File: src/rtl/machina_pkg.sv
// Shared types for the machina neuron pipeline: Q8.8 fixed-point values,
// unsigned activation bytes and the rectify handshake state encoding.
package machina_pkg;

    localparam int FIX_W  = 16;
    localparam int UNIT_W = 8;

    typedef logic signed [FIX_W-1:0] fixed_t;
    typedef logic [UNIT_W-1:0]       unit_t;

    typedef enum logic [1:0] {
        ARG = 2'd0,
        RES = 2'd1,
        ERR = 2'd2,
        FBK = 2'd3
    } rectify_state_t;

endpackage

File: src/rtl/rectify_saturate.sv
// saturate: clamps a signed W-bit value into the unsigned range [0, 2**R-1].
// Ports: val (signed in), res (clamped out), in_range (1 when no clamping).
module saturate
    import machina_pkg::*;
#(
    parameter int W = FIX_W,
    parameter int R = UNIT_W
) (
    input  logic [W-1:0] val,
    output logic [R-1:0] res,
    output logic         in_range
);

    // Ceiling 2**R-1 zero-extended to W bits; compared on the full width.
    localparam logic [W-1:0] CEIL = {{(W-R){1'b0}}, {R{1'b1}}};

    logic neg;
    logic over;

    assign neg      = val[W-1];
    assign over     = !neg && (val > CEIL);
    assign in_range = !neg && !over;

    always_comb begin
        res = val[R-1:0];
        if (neg) begin
            res = '0;
        end else if (over) begin
            res = '1;
        end
    end

endmodule

File: src/rtl/rectify.sv
// rectify: clamped activation stage with derivative-gated backward pass.
// Ports: clk, rst (sync, active high), en (training), arg/res/err/fbk
// strobe-ready streams. Optional macro RECTIFY_LEAKY_EN scales negative-
// region feedback by 2**-LEAK instead of zeroing it.
module rectify
    import machina_pkg::*;
#(
    parameter int W    = FIX_W,
    parameter int R    = UNIT_W,
    parameter int LEAK = 3
) (
    input  logic         clk,
    input  logic         rst,
    input  logic         en,
    input  logic         arg_stb,
    output logic         arg_rdy,
    input  logic [W-1:0] arg_dat,
    output logic         res_stb,
    input  logic         res_rdy,
    output logic [R-1:0] res_dat,
    input  logic         err_stb,
    output logic         err_rdy,
    input  logic [W-1:0] err_dat,
    output logic         fbk_stb,
    input  logic         fbk_rdy,
    output logic [W-1:0] fbk_dat
);

    if (LEAK < 0 || LEAK >= W) begin : g_bad_leak
        $error("rectify: LEAK must lie in [0, W-1]");
    end

    rectify_state_t state;
    logic [W-1:0]   x;
    logic           in_range;
    logic [W-1:0]   gated;

    // The clamp of the held argument is the result; the same in-range
    // flag is the activation derivative used to gate the error.
    saturate #(
        .W(W),
        .R(R)
    ) u_sat (
        .val     (x),
        .res     (res_dat),
        .in_range(in_range)
    );

    always_comb begin
        gated = '0;
        if (in_range) begin
            gated = err_dat;
        end
`ifdef RECTIFY_LEAKY_EN
        else if (x[W-1]) begin
            gated = $signed(err_dat) >>> LEAK;
        end
`endif
    end

    assign arg_rdy = (state == ARG);
    assign res_stb = (state == RES);
    assign err_rdy = (state == ERR);
    assign fbk_stb = (state == FBK);

    always_ff @(posedge clk) begin
        if (rst) begin
            state   <= ARG;
            x       <= '0;
            fbk_dat <= '0;
        end else begin
            unique case (state)
                ARG: begin
                    if (arg_stb) begin
                        x     <= arg_dat;
                        state <= RES;
                    end
                end
                RES: begin
                    if (res_rdy) begin
                        state <= en ? ERR : ARG;
                    end
                end
                ERR: begin
                    // A completed handshake wins over a falling en so the
                    // upstream never loses an error it saw accepted.
                    if (err_stb) begin
                        fbk_dat <= gated;
                        state   <= FBK;
                    end else if (!en) begin
                        state <= ARG;
                    end
                end
                FBK: begin
                    if (fbk_rdy) begin
                        state <= ARG;
                    end
                end
                default: state <= ARG;
            endcase
        end
    end

endmodule

File: config.mk
export PLATFORM = sky130hd
export DESIGN_NAME = rectify
export DESIGN_NICKNAME = d
export VERILOG_FILES = /design/src/rtl/machina_pkg.sv /design/src/rtl/rectify_saturate.sv /design/src/rtl/rectify.sv
export SDC_FILE = /design/constraint.sdc
export NUM_CORES = 1
export LEC_CHECK = 0
export CAP_MARGIN = 5
export CORE_MARGIN = 4
export CORE_UTILIZATION = 30
export DETAILED_ROUTE_END_ITERATION = 16
export MAX_ROUTING_LAYER = met4
export RECOVER_POWER = 100
export SKIP_LAST_GASP = 1
export SYNTH_ARGS = -nofsm -noshare
export SYNTH_HDL_FRONTEND = slang
export SYNTH_SLANG_ARGS = --single-unit
File: constraint.sdc
create_clock -name clk -period 2.6 [get_ports clk]
set_input_delay 0.26 -clock clk [delete_from_list [all_inputs] [get_ports clk]]
set_output_delay 0.26 -clock clk [all_outputs]
set_load 0.005 [all_outputs]
After elaboration in Yosys (flattened, before gate mapping)
Cells that the tools add are included.

word-level totals
  bits in registers = 34
  input bits = 39

operators by class
  magnitude comparators = 1
  eq/ne operators = 7
  multiplexer cells = 10
  reductions and logical operators = 8

operators by type and width
  cell                                                             count
  greater-than comparator 16 x 8 -> 1 bit (second input constant)  1
  2-to-1 mux 16 bit                                                1
  2-to-1 mux 8 bit                                                 2
  2-to-1 mux 2 bit                                                 6
  one-hot mux 2 bit (4 select lines)                               1
  equality test 2 bit (second input constant)                      2
  inequality test 2 x 1 -> 1 bit (second input constant)           2
  AND reduction 2 bit                                              2
  AND reduction 4 bit                                              1
  inequality test 3 bit (second input constant)                    1
  equality test 2 x 1 -> 1 bit (second input constant)             1
  logical AND 1 bit                                                2
  logical NOT 1 bit                                                2
  logical NOT 2 bit                                                1
  inequality test 2 bit (second input constant)                    1

Logic depth before layout (Yosys ltp)
  depth after elaboration = 5
  gate-level depth with buffers = 5

Cells and area by module
From an unflattened synthesis, not the netlist that was laid out.

second synthesis, totals
  cells, all modules = 188
  area total of the unflattened synthesis = 1,485.2 µm²

by module, submodules not included
  module    times used  cells each  area an instance (µm²)  seq. area each (µm²)
  rectify   1           166         1,362.6                 680.7
  saturate  1           22          122.6                   0.0

Worst setup path before layout
OpenSTA, ideal clock, no wires.

  kind = flip-flop to flip-flop
  start point = register x[11]
  end point = register fbk_dat[0]
  library setup time = 58 ps
  data arrival time = 1,667 ps
  data required time = 2,542 ps
  path slack = 874 ps
  cell stages (with the launch flop) = 6
  path buffers = 2
  period minus slack after synthesis = 1,726 ps
  cells stage by stage = dfxtp_1 > or4_4 > buf_6 > nor4b_4 > buf_6 > a22o_2

between the ends
  longest elaborated chain between the ends = 5

ends and longest elaborated chain
  element                                  RTL line                text
  from (decl)                              rectify.sv:34           logic [W-1:0] x;
  from (signal assigned)                   rectify.sv:75           x <= arg_dat;
  greater-than comparator 16 x 8 -> 1 bit  rectify_saturate.sv:21  assign over = !neg && (val > CEIL);
  logical AND 1 bit                        rectify_saturate.sv:21
  logical NOT 1 bit                        rectify_saturate.sv:22  assign in_range = !neg && !over;
  logical AND 1 bit                        rectify_saturate.sv:22
  2-to-1 mux 16 bit                        rectify.sv:51           if (in_range) begin
  to (signal assigned)                     rectify.sv:88           fbk_dat <= gated;
  to (decl)                                rectify.sv:26           output logic [W-1:0] fbk_dat

Every way passes these cells.
A chain may end at the register's enable or synchronous reset.

Worst setup path after layout
  start point = register x[11]
  end point = output res_dat[5]

between the ends
  longest elaborated chain between the ends = 4

ends and longest elaborated chain
  element                                  RTL line                text
  greater-than comparator 16 x 8 -> 1 bit  rectify_saturate.sv:21
  logical AND 1 bit                        rectify_saturate.sv:21
  2-to-1 mux 8 bit                         rectify_saturate.sv:28  end else if (over) begin
  2-to-1 mux 8 bit                         rectify_saturate.sv:26  if (neg) begin
  to (decl)                                rectify.sv:20           output logic [R-1:0] res_dat,

Every way passes these cells.

==> flow_summary.json <==
{
  "status": "finished, final reports clean",
  "finalSetupViolations": 0,
  "finalWeightedCongestion": 0.857,
  "post-route-min-period_ns": 2.32,
  "cp_num_buf_inv": 1,
  "cts_root_buffer": "clkbuf_8",
  "hold_end": "x[12]",
  "fin_setup_tns_ns": 0,
  "drcViolationCount": 0,
  "die-height_um": 74.9,
  "first_global_vias": 1305,
  "cts_sinks": 34,
  "cp_max_fo": 9,
  "pin_count": 67,
  "p_sw_share_pct": 26.1,
  "area_growth_pct": 58.4,
  "yosysUniqueCellTypes": 24,
  "fin_area_sq_um": 2130,
  "synth.avg_cell_area_sq_um": 8.96,
  "max_freq_mhz": 431,
  "rsz0062_at_grt": "false",
  "crit_path_max_incr_delay_ns": 0.61,
  "grt_use_total_pct": 13.8,
  "ys_seq_area_share_pct": 50.7,
  "p_leak_uw": 0.000863,
  "crit_required_ns": 2.34,
  "drt-pass1-iter-count": 4,
  "dieArea_sq_um": 5610,
  "cts_buffer_depth": 2,
  "insertedDiodeCount": 0,
  "hold_violations": 0,
  "min_from": "x[12]",
  "ys_ff_latch": 34,
  "cts_buffers": 5,
  "syn-num-nets": 189,
  "port_buffers": 66,
  "dp_hpwl_um": 2700,
  "n_fill_cell": 392,
  "finalPower_uw": 1260,
  "initial_core_util_pct": 30.9,
  "power_frac_seq_pct": 45.5,
  "grt_start_max_net_pins": 17,
  "critPathSlowestCell": "or4_4",
  "ff2ff_setup_slack_ns": 0.52,
  "die_w_um": 74.9,
  "post_drt_wl_per_cell_um": 13.4,
  "drv_slew": 0,
  "vias_per_cell": 4.79,
  "fp-row-count": 24,
  "clkTransAtPathRegs_ns": 0.06,
  "cts_tree": "yes",
  "overflow": 0,
  "cp.arrival_ns": 2.06,
  "start_kind": "register",
  "syn_area_sq_um": 1340,
  "fin_crit_sh_pct": 89.3,
  "rr_startpoint": "x[11]",
  "ant_nets": 0,
  "reg2reg_depth": 3,
  "power.share.clock_pct": 31.0,
  "routed_wl_um": 3590,
  "worst_pin_slew_ns": 0.891,
  "slew_headroom_pct": 40.3,
  "layout-drive-gt1-share_pct": 14.0,
  "postCtsSetupBuffers": 0,
  "grt_pass1_wl_um": 5860,
  "synth_cells": 150,
  "vias": 1279,
  "finalClockSkew_ns": 0.0108,
  "core_sq_um": 4350,
  "cts_max_level": 2,
  "power_frac_comb_pct": 23.5,
  "worstReg2RegEnd": "fbk_dat[4]",
  "intPower_uw": 934,
  "critical_path.cell_chain": "or4_4, nor3_1, nor2_1, dlygate4sd3_1",
  "drtIter0Drc": 60,
  "powerDensity_nw_per_um2": 594,
  "dpl_cell_area_sq_um": 2030,
  "min_path_type": "register to register",
  "worst-path-stages": 4,
  "cts.repair.resized": 0,
  "min_path_cells": 2,
  "insertion_delay_ns": 0.28,
  "drv_cap": 0,
  "yosys_warnings": 0,
  "p_sw_uw": 330,
  "antenna_found_initial": 0,
  "peakVddDrop_uv": 285,
  "crit_type": "register to output port",
  "ctsHoldBuffers": 0,
  "end_kind": "output port",
  "nNetsFinal": 253,
  "critPathTopFamily": "simple AND/OR/NAND/NOR gates"
}
## registers in the layout, summed over array words and instances, names as in the netlist
register	count
x	16
state	2
fbk_dat	16
## layer usage
layer  vias up  part of all wire, %  track usage, %
li1        648                    -               -
met1       583                   44            16.4
met2        42                   48            22.5
met3         6                  5.8            3.07
met4         0                  1.3            5.73
met5         -                    0               -
## synthesized netlist by cell type (all sizes together)
library cell / n / area (sq um)
dfxtp: 34 / 681
nand2: 33 / 124
a21oi: 17 / 85.1
a22o: 16 / 160
clkbuf: 10 / 37.5
nor2: 10 / 37.5
nor3: 9 / 45.0
nor2b: 3 / 18.8
buf: 2 / 22.5
inv: 2 / 7.51
a2111oi: 1 / 8.76
a211oi: 1 / 7.51
a21boi: 1 / 7.51
a311oi: 1 / 8.76
a31oi: 1 / 6.26
and2: 1 / 6.26
nand2b: 1 / 6.26
nand3b: 1 / 7.51
nor3b: 1 / 7.51
nor4b: 1 / 23.8
o311ai: 1 / 8.76
or3: 1 / 6.26
or3b: 1 / 8.76
or4: 1 / 11.3
## area by class of cell
class	count	area (sq um)	share of cell area (%)
Sequential cell	34	681	32.0
Tap cell	52	65.1	3.06
Timing Repair Buffer	69	683	32.1
Inverter	2	7.51	0.353
Clock buffer	7	86.3	4.06
Clock inverter	1	5.00	0.235
Multi-Input combinational cell	102	601	28.2
## cells by family (layout without fill, tap and decap cells)
kind of cell    after synthesis  count (layout)  share of synthesized area [%]
buf+inv                      14              79                           5.03
simple gates                 63              63                           22.5
flops                        34              34                           50.7
compound gates               39              39                           21.8
## how the worst max path moves through the flow
stage,end,start
finish,res_dat[5],x[11]
global placement,fbk_dat[7],rst
global route,res_dat[6],x[11]
floorplan,fbk_dat[0],x[11]
CTS,res_dat[5],x[11]
detailed placement,fbk_dat[10],rst
## cells in the final DEF (no fill, tap or decap), types with 2 or more instances in the layout
master           count
clkdlybuf4s50_1     37
dfxtp_1             34
nand2_1             33
dlygate4sd3_1       29
a21oi_1             17
a22o_2              16
nor2_1              10
nor3_1               9
clkbuf_8             6
nor2b_1              3
buf_4                3
inv_1                2
## stage by stage
stage,instances,setup WS (ns),hold WS [ns],utilization [%]
6_report,267,0.279,0.456,48.9
3_3_place_gp,258,0.473,0.439,46.6
5_1_grt,267,0.186,0.475,48.9
4_1_cts,266,0.393,0.458,48.7
3_5_place_dp,258,0.342,0.449,46.6
2_1_floorplan,150,0.874,0.396,-
## power by group through the flow
stage / clock, uW / combinational, uW / sequential [uW]
2_1_floorplan: 0 / 154 / 573
3_3_place_gp: 0 / 316 / 586
3_5_place_dp: 0 / 319 / 587
4_1_cts: 402 / 321 / 575
5_1_grt: 432 / 327 / 580
6_report: 391 / 297 / 575
## worst reg2reg max path, cell delays in order, from the launching register on
cell and delay, ns:
dfxtp_1 0.31, or4_4 0.61, nor4b_4 0.84, a22o_2 0.28
Power figures use the tool's default switching activity.
